==> src/rtl/hazard_pkg.sv <==
// Shared encodings for the hazard controller: forwarding selects and FSM states.
// Latency: n/a (types and constants only).
// Backpressure: n/a.
package hazard_pkg;

    // Operand source selects presented to exec
    localparam logic [1:0] FWD_REG = 2'd0;  // register file
    localparam logic [1:0] FWD_EX  = 2'd1;  // exec-stage result
    localparam logic [1:0] FWD_WB  = 2'd2;  // writeback value

    typedef enum logic {
        ST_RUN   = 1'b0,
        ST_FLUSH = 1'b1
    } state_e;

    // Exec is the younger producer, so it wins over writeback.
    function automatic logic [1:0] fwd_pick(input logic hit_ex, input logic hit_wb);
        if (hit_ex) begin
            return FWD_EX;
        end else if (hit_wb) begin
            return FWD_WB;
        end else begin
            return FWD_REG;
        end
    endfunction

endpackage

==> src/rtl/hazard_ctrl_sat_counter.sv <==
// Saturating event counter with synchronous clear (clear beats increment).
// Latency: count visible one clock after the increment.
// Backpressure: none; holds at all-ones instead of wrapping.
// Ports: clk_i/rst_i clock and async active-high reset, inc_i count enable,
//        clr_i synchronous clear, cnt_o current count.
module sat_counter #(
    parameter int CNT_WIDTH = 16
) (
    input  logic                 clk_i,
    input  logic                 rst_i,
    input  logic                 inc_i,
    input  logic                 clr_i,
    output logic [CNT_WIDTH-1:0] cnt_o
);

    logic [CNT_WIDTH-1:0] cnt_q;

    always_ff @(posedge clk_i or posedge rst_i) begin
        if (rst_i) begin
            cnt_q <= '0;
        end else if (clr_i) begin
            cnt_q <= '0;
        end else if (inc_i && !(&cnt_q)) begin
            cnt_q <= cnt_q + CNT_WIDTH'(1);
        end
    end

    assign cnt_o = cnt_q;

endmodule

==> src/rtl/hazard_ctrl.sv <==
// Decode/exec hazard controller: RAW detection, operand forwarding, stall, flush refill window.
// Latency: issue/stall/forward selects are combinational; slots, state and counters registered.
// Backpressure: out_stall holds fetch/decode on an unforwardable RAW hazard; flush squashes issue.
// Ports: clock/reset; decode instruction (in_issue_valid, src/dst fields); in_flush from exec;
//        in_cnt_clear; out_issue/out_stall/out_fwd_sel_src*; out_state; stall/flush statistics.
module hazard_ctrl
    import hazard_pkg::*;
#(
    parameter int REG_IDX_WIDTH = 4,
    parameter int FWD_ENABLE    = 1,
    parameter int FLUSH_BUBBLES = 2,
    parameter int CNT_WIDTH     = 16
) (
    input  logic                     clock,
    input  logic                     reset,
    input  logic                     in_issue_valid,
    input  logic                     in_src1_used,
    input  logic [REG_IDX_WIDTH-1:0] in_src1_idx,
    input  logic                     in_src2_used,
    input  logic [REG_IDX_WIDTH-1:0] in_src2_idx,
    input  logic                     in_dst_write,
    input  logic [REG_IDX_WIDTH-1:0] in_dst_idx,
    input  logic                     in_flush,
    input  logic                     in_cnt_clear,
    output logic                     out_issue,
    output logic                     out_stall,
    output logic [1:0]               out_fwd_sel_src1,
    output logic [1:0]               out_fwd_sel_src2,
    output logic                     out_state,
    output logic [CNT_WIDTH-1:0]     out_stall_cnt,
    output logic [CNT_WIDTH-1:0]     out_flush_cnt
);

    // Refill counter only needs to hold FLUSH_BUBBLES-1.
    localparam int BW = (FLUSH_BUBBLES > 1) ? $clog2(FLUSH_BUBBLES) : 1;
    localparam logic [BW-1:0] RELOAD = BW'(FLUSH_BUBBLES - 1);

    state_e                   state_q;
    logic [BW-1:0]            bub_q;
    logic                     ex_vld_q, wb_vld_q;
    logic [REG_IDX_WIDTH-1:0] ex_idx_q, wb_idx_q;
    logic                     ex_vld_d;
    logic [REG_IDX_WIDTH-1:0] ex_idx_d;

    logic hit_ex1, hit_ex2, hit_wb1, hit_wb2, raw, hz;
    logic run, accepted, stall_raw, flush_acc;

    assign hit_ex1 = in_src1_used & ex_vld_q & (in_src1_idx == ex_idx_q);
    assign hit_ex2 = in_src2_used & ex_vld_q & (in_src2_idx == ex_idx_q);
    assign hit_wb1 = in_src1_used & wb_vld_q & (in_src1_idx == wb_idx_q);
    assign hit_wb2 = in_src2_used & wb_vld_q & (in_src2_idx == wb_idx_q);
    assign raw     = hit_ex1 | hit_ex2 | hit_wb1 | hit_wb2;
    // With forwarding every in-flight producer is reachable, so RAW never stalls.
    assign hz      = (FWD_ENABLE != 0) ? 1'b0 : raw;

    // Flush outranks the hazard stall; both are ignored outside RUN.
    assign run       = (state_q == ST_RUN);
    assign accepted  = run & in_issue_valid & ~hz & ~in_flush;
    assign stall_raw = run & in_issue_valid &  hz & ~in_flush;
    assign flush_acc = run & in_flush;

    // Combinational outputs are held low while reset is asserted.
    assign out_issue = accepted  & ~reset;
    assign out_stall = stall_raw & ~reset;
    assign out_fwd_sel_src1 = ((FWD_ENABLE != 0) && out_issue) ? fwd_pick(hit_ex1, hit_wb1) : FWD_REG;
    assign out_fwd_sel_src2 = ((FWD_ENABLE != 0) && out_issue) ? fwd_pick(hit_ex2, hit_wb2) : FWD_REG;
    assign out_state = (state_q == ST_FLUSH);

    // A squashed or stalled decode leaves a bubble in exec; non-writers never occupy a slot.
    assign ex_vld_d = accepted & in_dst_write;
    assign ex_idx_d = accepted ? in_dst_idx : '0;

    always_ff @(posedge clock or posedge reset) begin
        if (reset) begin
            state_q  <= ST_RUN;
            bub_q    <= '0;
            ex_vld_q <= 1'b0;
            ex_idx_q <= '0;
            wb_vld_q <= 1'b0;
            wb_idx_q <= '0;
        end else begin
            // The jump in exec keeps flowing to writeback even on a flush (link write).
            wb_vld_q <= ex_vld_q;
            wb_idx_q <= ex_idx_q;
            ex_vld_q <= ex_vld_d;
            ex_idx_q <= ex_idx_d;
            case (state_q)
                ST_RUN: begin
                    if (in_flush && (FLUSH_BUBBLES > 1)) begin
                        state_q <= ST_FLUSH;
                        bub_q   <= RELOAD;
                    end
                end
                ST_FLUSH: begin
                    if (in_flush) begin
                        bub_q <= RELOAD;
                    end else if (bub_q == BW'(1)) begin
                        state_q <= ST_RUN;
                        bub_q   <= '0;
                    end else begin
                        bub_q <= bub_q - BW'(1);
                    end
                end
                default: begin
                    state_q <= ST_RUN;
                    bub_q   <= '0;
                end
            endcase
        end
    end

    sat_counter #(.CNT_WIDTH(CNT_WIDTH)) u_stall_cnt (
        .clk_i (clock),
        .rst_i (reset),
        .inc_i (out_stall),
        .clr_i (in_cnt_clear),
        .cnt_o (out_stall_cnt)
    );

    // Only the flush that leaves RUN is an event; re-flushes inside the window are not.
    sat_counter #(.CNT_WIDTH(CNT_WIDTH)) u_flush_cnt (
        .clk_i (clock),
        .rst_i (reset),
        .inc_i (flush_acc),
        .clr_i (in_cnt_clear),
        .cnt_o (out_flush_cnt)
    );

endmodule

==> config.mk <==
export PLATFORM = sky130hd
export DESIGN_NAME = hazard_ctrl
export DESIGN_NICKNAME = d
export VERILOG_FILES = /design/src/rtl/hazard_pkg.sv /design/src/rtl/hazard_ctrl_sat_counter.sv /design/src/rtl/hazard_ctrl.sv
export SDC_FILE = /design/constraint.sdc
export NUM_CORES = 1
export LEC_CHECK = 0
export CAP_MARGIN = 10
export CORE_MARGIN = 2
export CORE_UTILIZATION = 45
export CTS_CLUSTER_SIZE = 24
export DETAILED_ROUTE_END_ITERATION = 8
export GPL_ROUTABILITY_DRIVEN = 0
export PLACE_DENSITY = 0.8
export SETUP_SLACK_MARGIN = 0.15
export SLEW_MARGIN = 10
export SYNTH_ARGS = -nofsm -noshare
export SYNTH_HDL_FRONTEND = slang
export SYNTH_SLANG_ARGS = --single-unit
==> constraint.sdc <==
create_clock -name clock -period 4.6 [get_ports clock]
set_input_delay 0.92 -clock clock [delete_from_list [all_inputs] [get_ports clock]]
set_output_delay 0.92 -clock clock [all_outputs]
set_load 0.05 [all_outputs]
==> run summary, run 1 <==
status - completed
WHS Path Cells - 0
area of the multi-input gates - 877.1 µm²
share of cells above drive strength 1 - 7.798%
Core Region - 0.003633 mm²
Die Y - 65.16 µm
global-route wire length before repair - 5809 µm
r2r setup slk - 2.67 ns
Max H-tree Level - 1
nets@finish - 240
Pre-antenna DRT Iters - 6
Row Count - 22
Slew headroom - 52.46%
antenna cells - 0
period utilization - 81.41%
HPWL after DPL - 2516 µm
Register-to-Register Path Depth - 5
number of gates resized after cts - 0
Setup crit end kind - output port
CP Launch Type - input pin
cts hold-fix bufs - 0
ys async rst share - 100.0%
number of port buffers - 41
post-synthesis cell area - 0.001683 mm²
CTS Buffer Depth - 2
Setup TNS Final - 0 ns
Area contributors post-synth - dfrtp_1 42%, buf_4 7.6%, xor2_1 4.7%
HP Start - ex_idx_q[0]$_DFF_PP0_
sequential share of the synthesized area - 41.64%
vias per inst - 5.090
leakage - 0.0009694 µW
Final Slew Violations - 0
Clk pin slew, worst setup/hold paths - 0.09 ns
Worst VDD drop - 0.1124 mV
WS Path Type - input pin to output port
vias - 1,354
CTS tree - built
Hold Crit Endpoint - wb_idx_q[0]$_DFF_PP0_
Worst-Skew Late Latency - 0.28 ns
initial antenna violation count - 0
CTS buffer count - 3
root buf cell - clkbuf_8
DR WL/cell - 12.59 µm
area grow syn2layout - 28.33%
total gr overflow - 0
WHS - 0.4395 ns
distinct cell type count after synthesis - 45
crit-path max FO - 2
Synth area leader - dfrtp_1
RSZ-0062 raised after global routing - no
clock sinks - 28
fill count - 324
actual slew at the worst max-slew pin - 0.7109 ns
remaining antenna violation count after routing - 0
number of global-route vias before repair - 1,319
area of the die - 0.004245 mm²
Yosys warning total - 0
Top FF cell, synth - dfrtp_1
Worst Hold Class - register to register
r2r endpoint - u_flush_cnt.cnt_o[3]$_DFFE_PP0P_
skew final - 0.002275 ns
Detailed Route Iter0 Violations - 63
Post-CTS Setup Inserts - 0
Tmin final - 3.745 ns
initial core utilization - 46.32%
# DRC - 0
boundary pin count - 59
Post-Syn Area per Cell - 9.672 µm²
Max-Cap Viols - 0
die width - 65.16 µm
post-synthesis register bit count - 28
Worst EP required - 3.68 ns
top-area cell type share of the netlist area - 41.64%
final hold viol count - 0
Arrival @ worst endpoint - 2.82 ns
gr usage total - 17.19%
largest net degree at the start of global routing - 29
Post-synth EDFFs - 0
Worst R2R Start - u_flush_cnt.cnt_o[0]$_DFFE_PP0P_
final wirelength - 3350 µm
Syn Inst Count - 174
fmax - 0.2670 GHz
final setup violation count - 0
pwr dens - 251.2 mW/mm²
Register Area - 700.7 µm²
-- worst max-delay path, stage by stage --
cell	delay (ns)
clkdlybuf4s50_1	0.50
inv_1	0.06
a222oi_1	0.29
nand4b_1	0.15
nor2_1	0.10
clkdlybuf4s50_1	0.80
-- layer usage --
layer	global-route usage, %	part of all wire (%)	routed length, µm	vias to the layer above
met5	0	0	0	-
met4	6.250	1.7	57	0
met3	1.884	5.0	167	5
met2	28.61	48	1597	47
met1	23.35	46	1527	623
li1	-	-	-	679
-- power by group --
group,switching (µW),internal [µW],leakage [µW]
Combinational,61.9,31.5,0.000552
Clock,75.3,117,0.0000357
Sequential,5.63,252,0.000382
-- stage by stage --
step	util, %	total power, µW	std cells	cell area, µm²	setup WS (ns)
global placement	57.47	354.2	262	2088	0.8910
CTS	59.44	547.4	266	2160	0.8570
global route	59.44	565.0	266	2160	0.7236
finish	59.44	542.4	266	2160	0.8550
detailed placement	57.47	355.7	262	2088	0.8637
floorplan	-	336.1	190	1743	0.2785
-- how the worst max path moves through the flow --
| stage | startpoint | to | slack, ns | cells after the start |
|---|---|---|---|---|
| floorplan | reset | out_fwd_sel_src1[1] | 0.28 | 5 |
| global placement | in_src1_idx[1] | out_fwd_sel_src1[0] | 0.89 | 6 |
| detailed placement | in_src1_idx[1] | out_fwd_sel_src1[0] | 0.86 | 6 |
| CTS | in_src1_idx[1] | out_fwd_sel_src1[0] | 0.86 | 6 |
| global route | in_src1_idx[1] | out_fwd_sel_src1[0] | 0.72 | 6 |
| finish | in_src1_idx[1] | out_fwd_sel_src1[0] | 0.86 | 6 |
-- sequential cells by signal, indices dropped and copies added, names as in the netlist --
| name | count |
|---|---|
| u_flush_cnt.cnt_o | 16 |
| ex_idx_q | 4 |
| wb_idx_q | 4 |
| bub_q | 1 |
| ex_vld_q | 1 |
| out_state | 1 |
| wb_vld_q | 1 |
-- cells in the mapped netlist, drive strengths merged (2+ instances only) --
master / number
or3: 5
nand2b: 4
xnor2: 5
o211a: 2
o31ai: 3
mux2: 3
nand2: 7
clkbuf: 2
nand4: 6
nor3: 6
nor3b: 3
a21oi: 9
or4: 3
nand3: 7
and2: 6
and4: 2
o21ai: 5
nor2b: 3
nor4: 2
inv: 8
xor2: 9
buf: 17
nor2: 11
dfrtp: 28
and3: 2
a31oi: 2
-- cells in the final DEF, fill, tap and decap left out, drive strengths merged, types with 4 or more instances in the layout --
cell type and instances:
nand2b 4, nand3 7, conb 17, buf 4, nor2 11, or3 5, o21ai 5, inv 8
a21oi 9, dfrtp 28, clkdlybuf4s50 39, xnor2 5, and2 6, xor2 9, nand2 7, nand4 6
nor3 6
-- cell families (layout without fill, tap and decap cells) --
group                    Yosys count  in the layout  share of synthesized area (%)
AO/OA/AOI/OAI                     30             30                          12.04
multiplexers                       4              4                          2.825
other                              1             17                         0.2228
flip-flops                        28             28                          41.64
AND/OR/NAND/NOR                   69             69                          25.43
XOR/XNOR                          14             14                          7.286
adder cells (fa/ha/maj)            1              1                         0.7434
buffers and inverters             27             55                          9.814
-- cell type report --
class                   count  share of cell area [%]
clock buffers               3                   1.912
clock inverters             1                   1.390
inverters                   8                   1.390
multi-input cells         135                   40.61
flip-flops and latches     28                   32.44
well taps                  48                   2.781
repair buffers             43                   19.47
No activity file was read; power rests on OpenSTA's default activity.
==> run 2, diff against run 1 <==
--- a/config.mk
+++ b/config.mk
@@ -7,11 +7,11 @@
 export LEC_CHECK = 0
 export CAP_MARGIN = 10
 export CORE_MARGIN = 2
-export CORE_UTILIZATION = 45
+export CORE_UTILIZATION = 41
 export CTS_CLUSTER_SIZE = 24
 export DETAILED_ROUTE_END_ITERATION = 8
 export GPL_ROUTABILITY_DRIVEN = 0
-export PLACE_DENSITY = 0.8
+export PLACE_DENSITY = 0.77
 export SETUP_SLACK_MARGIN = 0.15
 export SLEW_MARGIN = 10
 export SYNTH_ARGS = -nofsm -noshare
==> constraint.sdc (replaced) <==
create_clock -name clock -period 3.1 [get_ports clock]
set_input_delay 0.62 -clock clock [delete_from_list [all_inputs] [get_ports clock]]
set_output_delay 0.62 -clock clock [all_outputs]
set_load 0.05 [all_outputs]
==> run 2 against run 1 <==
  * Critical path depth increased by 1
  * Via count is 2.0% higher
  * Critical endpoint is now out_fwd_sel_src1[1]
  * Clock-buffer cell count is the same
  * Worst hold slack got worse by 0.0032 ns
  * First-iteration DRC count decreased by 17%
  * Clock skew increased by 0.0074 ns
  * Final cell count grew 0.75%
  * Wire length grew 3.7%
  * Total power increased by 49%
==> run summary, run 2 (synthesis results as in run 1) <==
area of the die - 0.004633 mm² (was 0.004245 mm²)
r2r setup slk - 1.21 ns (was 2.67 ns)
final hold viol count - 0 (unchanged)
Setup TNS Final - 0 ns (unchanged)
end-of-flow core utilization - 56.62% (was 59.44%)
crit-path max FO - 5 (was 2)
Int Pwr - 594.0 µW (was 399.6 µW)
clock sinks - 28 (unchanged)
DR WL/cell - 12.96 µm (was 12.59 µm)
root buf cell - clkbuf_8 (unchanged)
commonest cells after routing, fill and taps aside - 36 x clkdlybuf4s50_1, 28 x dfrtp_1, 17 x conb_1 (was 39 x clkdlybuf4s50_1, 28 x dfrtp_1, 17 x conb_1)
CTS buffer count - 3 (unchanged)
crit path to - out_fwd_sel_src1[1] (was out_fwd_sel_src1[0])
max reg flops - 16 (unchanged)
Register-to-Register Path Depth - 5 (unchanged)
number of port buffers - 41 (unchanged)
crit path launch - in_flush (was in_src1_idx[1])
Post-DP Area - 0.002172 mm² (was 0.002088 mm²)
Pre-antenna DRT Iters - 4 (was 6)
boundary pin count - 59 (unchanged)
Worst VDD drop - 0.1940 mV (was 0.1124 mV)
Core Region - 0.003971 mm² (was 0.003633 mm²)
sequential power share - 47.4% (about the same)
Power, Total - 806.0 µW (was 542.4 µW)
Psw - 212.0 µW (was 142.8 µW)
leakage - 0.0009890 µW (was 0.0009694 µW)
Tmin final - 2.807 ns
nets@finish - 240 (unchanged)
remaining antenna violation count after routing - 0 (unchanged)
largest net degree at the start of global routing - 29 (unchanged)
WS Path Type - input pin to output port (unchanged)
initial antenna violation count - 0 (unchanged)
CTS tree - built (unchanged)
switching share of power - 26.30% (was 26.33%)
number of global-route vias before repair - 1,241 (was 1,319)
Clock power frac - 35.2% (was 35.4%)
period utilization - 90.54%
Max-Cap Viols - 0 (unchanged)
# DRC - 0 (unchanged)
share of cells above drive strength 1 - 11.01% (was 7.798%)
global-route wire length before repair - 5492 µm (was 5809 µm)
vias per inst - 5.153 (was 5.090)
Setup crit end kind - output port (unchanged)
Slew headroom - 55.09% (was 52.46%)
Detailed Route Iter0 Violations - 52 (was 63)
vias - 1,381 (was 1,354)
Worst-Skew Late Latency - 0.27 ns (was 0.28 ns)
final wirelength - 3474 µm (was 3350 µm)
Max H-tree Level - 1 (unchanged)
cts hold-fix bufs - 0 (unchanged)
actual slew at the worst max-slew pin - 0.6716 ns (was 0.7109 ns)
r2r endpoint - u_flush_cnt.cnt_o[3]$_DFFE_PP0P_ (unchanged)
Row Count - 23 (was 22)
antenna cells - 0 (unchanged)
Worst R2R Start - u_flush_cnt.cnt_o[0]$_DFFE_PP0P_ (unchanged)
Die Y - 68.07 µm (was 65.16 µm)
Final Slew Violations - 0 (unchanged)
CTS Buffer Depth - 2 (unchanged)
initial core utilization - 42.38% (was 46.32%)
Worst Hold Class - register to register (unchanged)
RSZ-0062 raised after global routing - no (unchanged)
status - completed (unchanged)
Gate power share - 17.4% (was 17.2%)
area grow syn2layout - 33.61% (was 28.33%)
Clk pin slew, worst setup/hold paths - 0.09 ns (about the same)
fmax - 0.3563 GHz
final setup violation count - 0 (unchanged)
total gr overflow - 0 (unchanged)
CP Launch Type - input pin (unchanged)
Worst EP required - 2.48 ns (was 3.68 ns)
die width - 68.07 µm (was 65.16 µm)
post-route cell area - 0.002248 mm² (was 0.002160 mm²)
most common cell after layout, fill and taps aside - clkdlybuf4s50_1 (unchanged)
HPWL after DPL - 2672 µm (was 2516 µm)
skew final - 0.009642 ns (was 0.002275 ns)
gr usage total - 15.73% (was 17.19%)
pwr dens - 358.5 mW/mm² (was 251.2 mW/mm²)
Arrival @ worst endpoint - 2.19 ns (was 2.82 ns)
[run 2: worst min-delay path by stage]
stage                       startpoint            endpoint  slack, ns  cells past startpoint
detailed placement  ex_vld_q$_DFF_PP0_  wb_vld_q$_DFF_PP0_       0.42                      0
floorplan           ex_vld_q$_DFF_PP0_  wb_vld_q$_DFF_PP0_       0.37                      0
global route        ex_vld_q$_DFF_PP0_  wb_vld_q$_DFF_PP0_       0.45                      0
finish              ex_vld_q$_DFF_PP0_  wb_vld_q$_DFF_PP0_       0.44                      0
CTS                 ex_vld_q$_DFF_PP0_  wb_vld_q$_DFF_PP0_       0.44                      0
global placement    ex_vld_q$_DFF_PP0_  wb_vld_q$_DFF_PP0_       0.40                      0
[run 2: cell type report]
type	instances	area, µm²
inverter	8	33.78
clock buffer	3	41.29
fill	365	1723
tap	50	62.56
timing repair buffer	43	475.5
sequential	28	700.7
clock inverter	1	30.03
multi-input combinational	135	904.6
[run 2: timing repair]
item | CTS | global route
setup buffers | 0 | 0
resized for setup | 0 | 1
setup endpoints to repair | 0 | 2
[run 2: routing by layer]
| metal | vias up | wire [µm] | share of wire (%) | track usage, % |
|---|---|---|---|---|
| li1 | 677 | - | - | - |
| met1 | 661 | 1552 | 45 | 20.31 |
| met2 | 39 | 1671 | 48 | 27.55 |
| met3 | 4 | 222 | 6.4 | 1.974 |
| met4 | 0 | 28 | 0.81 | 4.500 |
| met5 | - | 0 | 0 | 0 |
[run 2: power groups by stage]
stage          Clock (µW)  Sequential (µW)  Combinational [µW]
5_1_grt               313              383                 151
2_1_floorplan           0              397                 102
6_report              284              382                 140
3_5_place_dp            0              389                 141
3_3_place_gp            0              389                 140
4_1_cts               290              382                 142
[run 2: critical path, cell delays in order]
cell	delay [ns]
clkdlybuf4s50_1	0.48
nor3b_2	0.27
nand2_1	0.12
inv_1	0.13
nand2_1	0.15
nor3b_4	0.25
buf_12	0.16
[run 2: metrics by stage]
step	worst slack (ns)	instances	hold WS, ns
after floorplan	0.2278	190	0.3736
after global placement	0.2130	264	0.4023
after detailed placement	0.1475	264	0.4206
after CTS	0.1511	268	0.4416
after global routing	0.1557	268	0.4542
final	0.2933	268	0.4363
==> run 3, diff against run 2 <==
--- a/config.mk
+++ b/config.mk
@@ -5,9 +5,10 @@
 export SDC_FILE = /design/constraint.sdc
 export NUM_CORES = 1
 export LEC_CHECK = 0
+export ABC_AREA = 1
 export CAP_MARGIN = 10
 export CORE_MARGIN = 2
-export CORE_UTILIZATION = 41
+export CORE_UTILIZATION = 42
 export CTS_CLUSTER_SIZE = 24
 export DETAILED_ROUTE_END_ITERATION = 8
 export GPL_ROUTABILITY_DRIVEN = 0
==> run 3 against run 2 <==
  * Clock power decreased by 21%
  * Final cell count increased by 28%
  * Sequential share of layout area decreased by 0.96 points
  * Total power decreased by 7.3%
==> run summary, run 3 <==
status - completed (unchanged)
actual slew at the worst max-slew pin - 0.5148 ns (was 0.6716 ns)
Max H-tree Level - 1 (unchanged)
commonest cells after routing, fill and taps aside - 71 x nand2_1, 36 x clkdlybuf4s50_1, 33 x inv_1 (was 36 x clkdlybuf4s50_1, 28 x dfrtp_1, 17 x conb_1)
die width - 69.86 µm (was 68.07 µm)
HPWL after DPL - 2980 µm (was 2672 µm)
Area contributors post-synth - dfrtp_1 38%, nand2_1 15%, buf_4 7.0% (was dfrtp_1 42%, buf_4 7.6%, xor2_1 4.7%)
cts hold-fix bufs - 0 (unchanged)
boundary pin count - 59 (unchanged)
initial antenna violation count - 0 (unchanged)
Tmin final - 2.554 ns (was 2.807 ns)
Syn Inst Count - 251 (was 174)
clock sinks - 28 (unchanged)
Clock power frac - 30.0% (was 35.2%)
area of the die - 0.004880 mm² (was 0.004633 mm²)
Psw - 217.4 µW (was 212.0 µW)
WS Path Type - input pin to output port (unchanged)
CP Launch Type - input pin (unchanged)
number of port buffers - 41 (unchanged)
number of gates resized after cts - 0 (unchanged)
ys async rst share - 100.0% (unchanged)
largest net degree at the start of global routing - 29 (unchanged)
Detailed Route Iter0 Violations - 69 (was 52)
skew final - 0.005215 ns (was 0.009642 ns)
Final Slew Violations - 0 (unchanged)
max reg flops - 16 (unchanged)
end-of-flow core utilization - 56.77% (was 56.62%)
post-synthesis register bit count - 28 (unchanged)
Setup crit end kind - output port (unchanged)
number of global-route vias before repair - 1,559 (was 1,241)
area grow syn2layout - 27.33% (was 33.61%)
sequential power share - 50.6% (was 47.4%)
antenna cells - 0 (unchanged)
Post-DP Area - 0.002265 mm² (was 0.002172 mm²)
Int Pwr - 529.3 µW (was 594.0 µW)
vias - 1,643 (was 1,381)
Pre-antenna DRT Iters - 4 (unchanged)
root buf cell - clkbuf_8 (unchanged)
Die Y - 69.86 µm (was 68.07 µm)
Worst-Skew Late Latency - 0.27 ns (about the same)
Post-synth EDFFs - 0 (unchanged)
Worst VDD drop - 0.1809 mV (was 0.1940 mV)
Core Region - 0.004086 mm² (was 0.003971 mm²)
Post-Layout Cell Count - 344 (was 268)
sequential share of the synthesized area - 38.46% (was 41.64%)
global-route wire length before repair - 6679 µm (was 5492 µm)
DR WL/cell - 11.35 µm (was 12.96 µm)
pwr dens - 321.9 mW/mm² (was 358.5 mW/mm²)
CTS tree - built (unchanged)
initial core utilization - 44.58% (was 42.38%)
Yosys warning total - 0 (unchanged)
final hold viol count - 0 (unchanged)
Max-Cap Viols - 0 (unchanged)
Gate power share - 19.3% (was 17.4%)
share of cells above drive strength 1 - 8.503% (was 11.01%)
total gr overflow - 0 (unchanged)
final wirelength - 3906 µm (was 3474 µm)
Worst Hold Class - register to register (unchanged)
crit-path max FO - 5 (unchanged)
Post-CTS Setup Inserts - 0 (unchanged)
leakage - 0.001109 µW (was 0.0009890 µW)
fmax - 0.3915 GHz (was 0.3563 GHz)
WHS - 0.3764 ns (was 0.4363 ns)
Top FF cell, synth - dfrtp_1 (unchanged)
Arrival @ worst endpoint - 1.93 ns (was 2.19 ns)
Slew headroom - 65.64% (was 55.09%)
Row Count - 23 (unchanged)
Setup TNS Final - 0 ns (unchanged)
remaining antenna violation count after routing - 0 (unchanged)
Cells after DPL - 340 (was 264)
top-area cell type share of the netlist area - 38.46% (was 41.64%)
switching share of power - 29.12% (was 26.30%)
post-route cell area - 0.002320 mm² (was 0.002248 mm²)
RSZ-0062 raised after global routing - no (unchanged)
Synth area leader - dfrtp_1 (unchanged)
gr usage total - 16.49% (was 15.73%)
distinct cell type count after synthesis - 30 (was 45)
commonest cells in the netlist - 71 x nand2_1, 33 x inv_1, 28 x dfrtp_1, 27 x nor2_1, 18 x nand3_1 (was 28 x dfrtp_1, 17 x buf_4, 11 x nor2_1, 9 x a21oi_1, 9 x xor2_1)
Worst EP required - 2.48 ns (about the same)
nets@finish - 316 (was 240)
# DRC - 0 (unchanged)
Clk pin slew, worst setup/hold paths - 0.09 ns (about the same)
vias per inst - 4.776 (was 5.153)
period utilization - 82.39% (was 90.54%)
most common cell after layout, fill and taps aside - nand2_1 (was clkdlybuf4s50_1)
most common cell in the netlist - nand2_1 (was dfrtp_1)
CTS Buffer Depth - 2 (unchanged)
CTS buffer count - 3 (unchanged)
final setup violation count - 0 (unchanged)
post-synthesis cell area - 0.001822 mm² (was 0.001683 mm²)
Post-Syn Area per Cell - 7.258 µm² (was 9.672 µm²)
-- run 3: cell count changes in the layout (fill, tap and decap cells not counted), sizes merged, moves of 4 or more --
cell	previous run	this run
nand2b	4	0
inv	7	35
xor2	9	4
nand4	6	15
nand2	7	73
and2	6	1
a21oi	9	2
nor2	11	31
nand3	7	18
nor3	6	2
or3	5	0
-- run 3: power by group through the flow --
stage | logic [µW] | clock network [µW] | registers (µW)
2_1_floorplan | 110 | 0 | 393
6_report | 144 | 224 | 378
3_3_place_gp | 143 | 0 | 385
4_1_cts | 145 | 233 | 378
3_5_place_dp | 145 | 0 | 385
5_1_grt | 156 | 250 | 379
-- run 3: per-stage QoR --
| stage | setup slack, ns | power, µW |
|---|---|---|
| 6_report | 0.5460 | 746.8 |
| 5_1_grt | 0.4085 | 785.0 |
| 4_1_cts | 0.5317 | 756.2 |
| 3_5_place_dp | 0.5343 | 530.2 |
| 3_3_place_gp | 0.5591 | 528.4 |
| 2_1_floorplan | 0.2728 | 503.1 |
-- run 3: layout make-up --
| type | instances | area (µm²) |
|---|---|---|
| multi-input cells | 184 | 892.1 |
| repair buffers | 43 | 475.5 |
| inverters | 35 | 133.9 |
| flip-flops and latches | 28 | 700.7 |
| fillers | 396 | 1767 |
| well taps | 50 | 62.56 |
| clock buffers | 4 | 55.05 |
-- run 3: per-layer routing --
metal  track usage, %  share of wire [%]  vias to the layer above  routed length (µm)
met5                0                  0                        -                   0
li1                 -                  -                      838                   -
met1            20.71                 44                      757                1710
met3            2.886                4.6                        5                 178
met2            28.89                 50                       43                1972
met4            4.915                1.1                        0                  44
-- run 3: path summary, 6_finish.rpt --
check                                                  from                                to  slack, ns  cells after the start
setup / recovery                             in_issue_valid               out_fwd_sel_src2[1]       0.55                      8
hold / removal                        ex_idx_q[1]$_DFF_PP0_             wb_idx_q[1]$_DFF_PP0_       0.38                      0
setup reg to reg           u_flush_cnt.cnt_o[0]$_DFFE_PP0P_  u_flush_cnt.cnt_o[8]$_DFFE_PP0P_       1.29                      9
hold reg to reg                       ex_idx_q[1]$_DFF_PP0_             wb_idx_q[1]$_DFF_PP0_       0.38                      0
max in group asynchronous                             reset  u_flush_cnt.cnt_o[8]$_DFFE_PP0P_       2.11                      3
min in group asynchronous                             reset                 bub_q$_DFFE_PP0P_       0.72                      3
-- run 3: cells by family after synthesis --
family                   after synthesis  share of synthesized area (%)
AND/OR/NAND/NOR                      144                          34.89
adder cells (fa/ha/maj)                1                         0.6867
flip-flops                            28                          38.46
other                                  1                         0.2058
buffers and inverters                 55                          16.28
XOR/XNOR                              11                          5.288
AO/OA/AOI/OAI                         11                          4.190
-- run 3: worst max-delay path, cell delays in order --
cell	delay, ns
clkdlybuf4s50_1	0.45
nand2_1	0.05
nor2_1	0.12
nand2_1	0.15
nor2_1	0.14
nand4_1	0.10
nor2_2	0.16
buf_12	0.15
==> edit 1 (flow settings as in run 1) <==
Set the parameter `FWD_ENABLE` to 0 (it was 1).
--- a/src/rtl/hazard_ctrl.sv
+++ b/src/rtl/hazard_ctrl.sv
@@ -7,7 +7,7 @@
     import hazard_pkg::*;
 #(
     parameter int REG_IDX_WIDTH = 4,
-    parameter int FWD_ENABLE    = 1,
+    parameter int FWD_ENABLE    = 0,
     parameter int FLUSH_BUBBLES = 2,
     parameter int CNT_WIDTH     = 16
 ) (
Behaviour: not the same (a bounded check fails within 4 cycles, from zero or initial values and one cycle with reset high).
==> edit 1 against run 1 <==
Non-clock buffer count is 14 higher. Register-to-register slack worse by 0.28 ns. Power is 30% higher. Cell area is 43% higher. Final cell count is 42% higher. Critical path type unchanged. Worst hold slack worse by 0.026 ns. Wire length is 54% higher. Area after synthesis is 44% higher. Clock power is 17% higher. Critical endpoint is now out_stall. Critical path depth is 1 higher. Setup slack worse by 0.22 ns. Sequential cell count is 16 higher. Count of clock-buffer cells in the layout is 3 higher.
==> edit 1: results (changes against run 1) <==
* R2R Path Start: u_stall_cnt.cnt_o[0]
* TritonCTS Buffers at 5 (+2)
* Max IR drop VDD at 130.7 uV (+16%)
* R2R depth at 7 (+2)
* Post-CTS setup buffers at 0 (unchanged)
* Core Region at 0.005140 mm2 (+41%)
* Clk slew on worst S/H paths at 0.07 ns (-0.02 ns)
* Worst-path maximum fanout at 2 (unchanged)
* Synth area leaders: dfrtp_1, xor2_1, mux2_1
* Commonest cells post-synth: dfrtp_1, nor2_1, xor2_1, nor3_1, nand4_1
* Number of global-route vias before repair at 1929 (+46%)
* R2r setup slk at 2.39 ns (-0.28 ns)
* FF+latch area at 0.001101 mm2 (+57%)
* All-Layer GR Usage at 18.44% (+1.3 points)
* Critical Path Start: in_src1_idx[3]
* Crit path time final at 3.960 ns (+0.2150 ns)
* Vias per std cell at 5.382 (+5.7%)
* Signal buf overhead at 18.18% (-1.3 points)
* Cells after DPL at 370 (+41%)
* DP Wirelength at 3701 um (+47%)
* Hold Slack at 0.4139 ns (-0.02558 ns)
* CTS max path bufs at 2 (unchanged)
* Worst R2R End: u_stall_cnt.cnt_o[3]
* Leak at 1.289 nW (+33%)
* Crit path DAT at 3.04 ns (+0.22 ns)
* Final hold vios at 0 (unchanged)
* DP Area at 0.003019 mm2 (+45%)
* Multi-input gate count at 194 (+44%)
* Resize count post-CTS at 0 (unchanged)
* Wire per inst at 13.68 um (+8.6%)
* Status: complete, no violations
* Largest net degree at the start of global routing at 45 (+55%)
* Critical Path Sink: out_stall
* Place WS at 0.6345 ns (-0.2292 ns)
* DR iter-0 viols at 119 (+89%)
* Non-clock buffer count at 57 (+33%)
* Port bufs at 54 (+32%)
* Nets at 329 (+37%)
* Drt total wl at 5157 um (+54%)
* Clock buf/inv share at 2.505% (-0.80 points)
* Inserted Diodes at 0 (unchanged)
* Synth cell types at 40 (-11%)
* First-pass GRT wire length at 8949 um (+54%)
* Slew @ Worst Pin at 0.6516 ns (-0.05931 ns)
* Multi-input logic area at 0.001249 mm2 (+42%)
* Async set-reset flop share out of synthesis at 100.0% (unchanged)
* Number of clock buffers in the layout at 6 (+3)
* H-tree depth at 2 (+1)
* Initial antenna violation count at 0 (unchanged)
* Synth Area per Inst at 9.602 um2 (-0.72%)
* Post-synthesis sequential area ratio at 45.50% (+3.9 points)
* Seq_cells at 44 (+57%)
* Nonclk inv count at 5 (-3)
* Clock Skews at 0.007613 ns (+0.005338 ns)
* Synth warn at 0 (unchanged)
* Fill cell count at 466 (+44%)
* Clock Root Buffer: clkbuf_8
* Syn-to-layout area delta at 27.97%
* Fraction of layout cells with a size suffix above 1 at 4.235% (-3.6 points)
-- edit 1: cell types whose count changed after synthesis, moves of 10 or more --
cell     before  now
buf_4        17    4
dfrtp_1      28   44
mux2_1        0   12
nand4_1       4   14
nor2_1       11   34
nor3_1        5   17
xor2_1        9   20
-- edit 1: worst min-delay path by stage --
stage	start	to	cells after the start
6_report	ex_vld_q	wb_vld_q	0
5_1_grt	ex_vld_q	wb_vld_q	0
4_1_cts	ex_vld_q	wb_vld_q	0
3_5_place_dp	ex_vld_q	wb_vld_q	0
3_3_place_gp	ex_vld_q	wb_vld_q	0
2_1_floorplan	ex_vld_q	wb_vld_q	0
-- edit 1: layer usage --
layer / routed length, um / vias up / share of wire [%] / track usage, %
li1: - / 978 / - / -
met1: 2280 / 991 / 44 / 23.02
met2: 2506 / 50 / 49 / 31.13
met3: 257 / 10 / 5.0 / 4.302
met4: 113 / 0 / 2.2 / 6.964
met5: 0 / - / 0 / 0
-- edit 1: cells by family (layout without fill, tap and decap cells) --
family / after synthesis / count (layout) / share of synthesized area, %
and+or+nand+nor: 129 / 129 / 29.26
DFF: 44 / 44 / 45.50
xor gates and xnor gates: 29 / 29 / 10.50
AOI/OAI and AO/OA: 18 / 18 / 4.602
buffers and inverters: 17 / 69 / 3.361
muxes: 12 / 12 / 5.584
adders and majority gates: 2 / 2 / 1.034
other: 1 / 4 / 0.1550
-- edit 1: power by group --
part           switching [mW]  internal (mW)  total [mW]
combinational          0.0470         0.0323      0.0793
sequential            0.00686          0.392       0.399
clock                   0.122          0.103       0.225
-- edit 1: worst max-delay path: stages --
cell and delay [ns]:
clkdlybuf4s50_1 0.46, xor2_1 0.18, nor3_1 0.20, nand4_1 0.14, and4_1 0.24, nor2_1 0.10, clkdlybuf4s50_1 0.80
==> edit 2 (settings of run 1) <==
Without the edit above. Make the reset (`reset` and `rst_i`) synchronous in 2 clocked blocks. Comments in the files are not updated.
--- a/src/rtl/hazard_ctrl_sat_counter.sv
+++ b/src/rtl/hazard_ctrl_sat_counter.sv
@@ -15,7 +15,7 @@
 
     logic [CNT_WIDTH-1:0] cnt_q;
 
-    always_ff @(posedge clk_i or posedge rst_i) begin
+    always_ff @(posedge clk_i) begin
         if (rst_i) begin
             cnt_q <= '0;
         end else if (clr_i) begin
--- a/src/rtl/hazard_ctrl.sv
+++ b/src/rtl/hazard_ctrl.sv
@@ -70,7 +70,7 @@
     assign ex_vld_d = accepted & in_dst_write;
     assign ex_idx_d = accepted ? in_dst_idx : '0;
 
-    always_ff @(posedge clock or posedge reset) begin
+    always_ff @(posedge clock) begin
         if (reset) begin
             state_q  <= ST_RUN;
             bub_q    <= '0;
Behaviour: differs if reset is asserted again (counterexample within 4 cycles, from zero or initial values and one cycle with reset high); with reset held inactive, the same outputs for 10 cycles.
==> edit 2 against run 1 <==
Area after synthesis is 7.9% lower. Combinational power decreased by 15%. Clock skew is 0.0014 ns lower. Non-clock buffer count decreased by 1. Power is 17% lower. Setup slack got worse by 0.33 ns. Wire length is 4.6% higher. Cell area decreased by 8.2%. Maximum frequency fell by 8.0%. Sequential cell count stayed put. Global-route usage up 1.3 points.
==> edit 2: results (changes against run 1) <==
* Status: complete, no violations
* Wire per inst at 13.18 um (+4.6%)
* Worst-path maximum fanout at 10 (+8)
* R2R depth at 4 (-1)
* Synth area leaders: dfxtp_1, buf_4, xnor2_1
* Fill cell count at 293 (-9.6%)
* Largest net degree at the start of global routing at 16 (-45%)
* Hold path start: ex_idx_q[1]
* Crit path DAT at 3.15 ns (+0.33 ns)
* Power in the clock group at 123 uW (-36%)
* DR iter-0 viols at 57 (-9.5%)
* Max Freq at 0.2456 GHz (-8.0%)
* Compound-Gate Fraction of Synth Area at 14.37% (+2.3 points)
* DRT Pass-1 Iters at 4 (-2)
* Switching Share at 28.77% (+2.4 points)
* Synth Area in XOR/XNOR at 7.910% (+0.62 points)
* Mux cell area share after synthesis at 0% (-2.8 points)
* Slew @ Worst Pin at 0.5977 ns (-0.1132 ns)
* CP max stage delay at 0.87 ns (+0.07 ns)
* Sequential Power Share at 55.3% (+7.9 points)
* DP Wirelength at 2597 um (+3.2%)
* Vias per std cell at 5.387 (+5.8%)
* Synth cell types at 42 (-6.7%)
* Clk slew on worst S/H paths at 0.15 ns (+0.06 ns)
* First-pass GRT wire length at 5913 um (+1.8%)
* All-Layer GR Usage at 18.53% (+1.3 points)
* Max reg flops at 16 (unchanged)
* H-tree depth at 1 (unchanged)
* Nets at 242 (+0.83%)
* Max IR drop VDD at 83.49 uV (-26%)
* R2R Path Start: u_flush_cnt.cnt_o[4]
* Commonest cells post-synth: dfxtp_1, buf_4
* Leak at 0.6942 nW (-28%)
* Clock Skews at 0.0008784 ns (-0.001396 ns)
* Vias after detailed routing at 1433 (+5.8%)
* Critical Path Sink: out_fwd_sel_src1[1]
* Critical Path Start: reset
* Async set-reset flop share out of synthesis at 0% (-100 points)
* Synth Area in Adders at 0.8071% (+0.064 points)
* R2r setup slk at 2.76 ns (+0.09 ns)
* Mapped Cells at 178 (+2.3%)
* Clock Root Buffer: clkbuf_4
* Post-synthesis sequential area ratio at 36.16% (-5.5 points)
* Number of global-route vias before repair at 1269 (-3.8%)
* Synth warn at 0 (unchanged)
* Place WS at 0.5114 ns (-0.3523 ns)
* Worst R2R End: u_flush_cnt.cnt_o[0]
==> edit 2: cell count changes after synthesis, moves of 3 or more <==
cell,delta
nand2_1,+3
nor3b_1,-3
o31ai_1,+3
dfrtp_1,-28
or3_1,-3
xor2_1,-5
or4_1,+4
dfxtp_1,+28
xnor2_1,+5
inv_1,-3
==> edit 2: tightest hold or removal path, stage by stage (launching register included) <==
cell and delay, ns:
dfxtp_1 0.35, inv_1 0.08, nor2_1 0.04
==> edit 2: metal layers <==
metal,GRT usage [%],part of all wire [%]
met1,24.44,45
met2,30.65,48
met3,2.883,5.3
met4,6.667,1.5
met5,0,0
==> edit 2: layout make-up <==
cell class	instances	area share [%]
inverter	5	0.9464
tap	46	2.902
timing repair buffer	42	21.07
multi-input combinational	141	44.98
clock buffer	4	1.830
sequential	28	28.27
==> edit 2: kinds of logic after synthesis <==
| kind of cell | Yosys count |
|---|---|
| simple gates | 76 |
| flops | 28 |
| buf+inv | 25 |
| compound gates | 33 |
| xor+xnor | 14 |
| other cells | 1 |
| fa+ha+maj | 1 |
==> edit 2: worst min path at each step <==
stage / endpoint / slack [ns] / cells past startpoint
2_1_floorplan: wb_idx_q[1] / 0.44 / 2
3_3_place_gp: wb_idx_q[1] / 0.47 / 2
3_5_place_dp: wb_idx_q[1] / 0.47 / 2
4_1_cts: wb_idx_q[1] / 0.49 / 2
5_1_grt: wb_idx_q[1] / 0.52 / 2
6_report: wb_idx_q[1] / 0.49 / 2
==> edit 2: per-stage QoR <==
stage	hold slack (ns)	TNS, ns	cell area, um2	power, mW
after global routing	0.5208	0	1983	0.4726
after CTS	0.4950	0	1983	0.4535
after floorplan	0.4448	-0.6515	1610	0.3193
after detailed placement	0.4710	0	1947	0.3343
after global placement	0.4700	0	1947	0.3339
final	0.4906	0	1983	0.4518
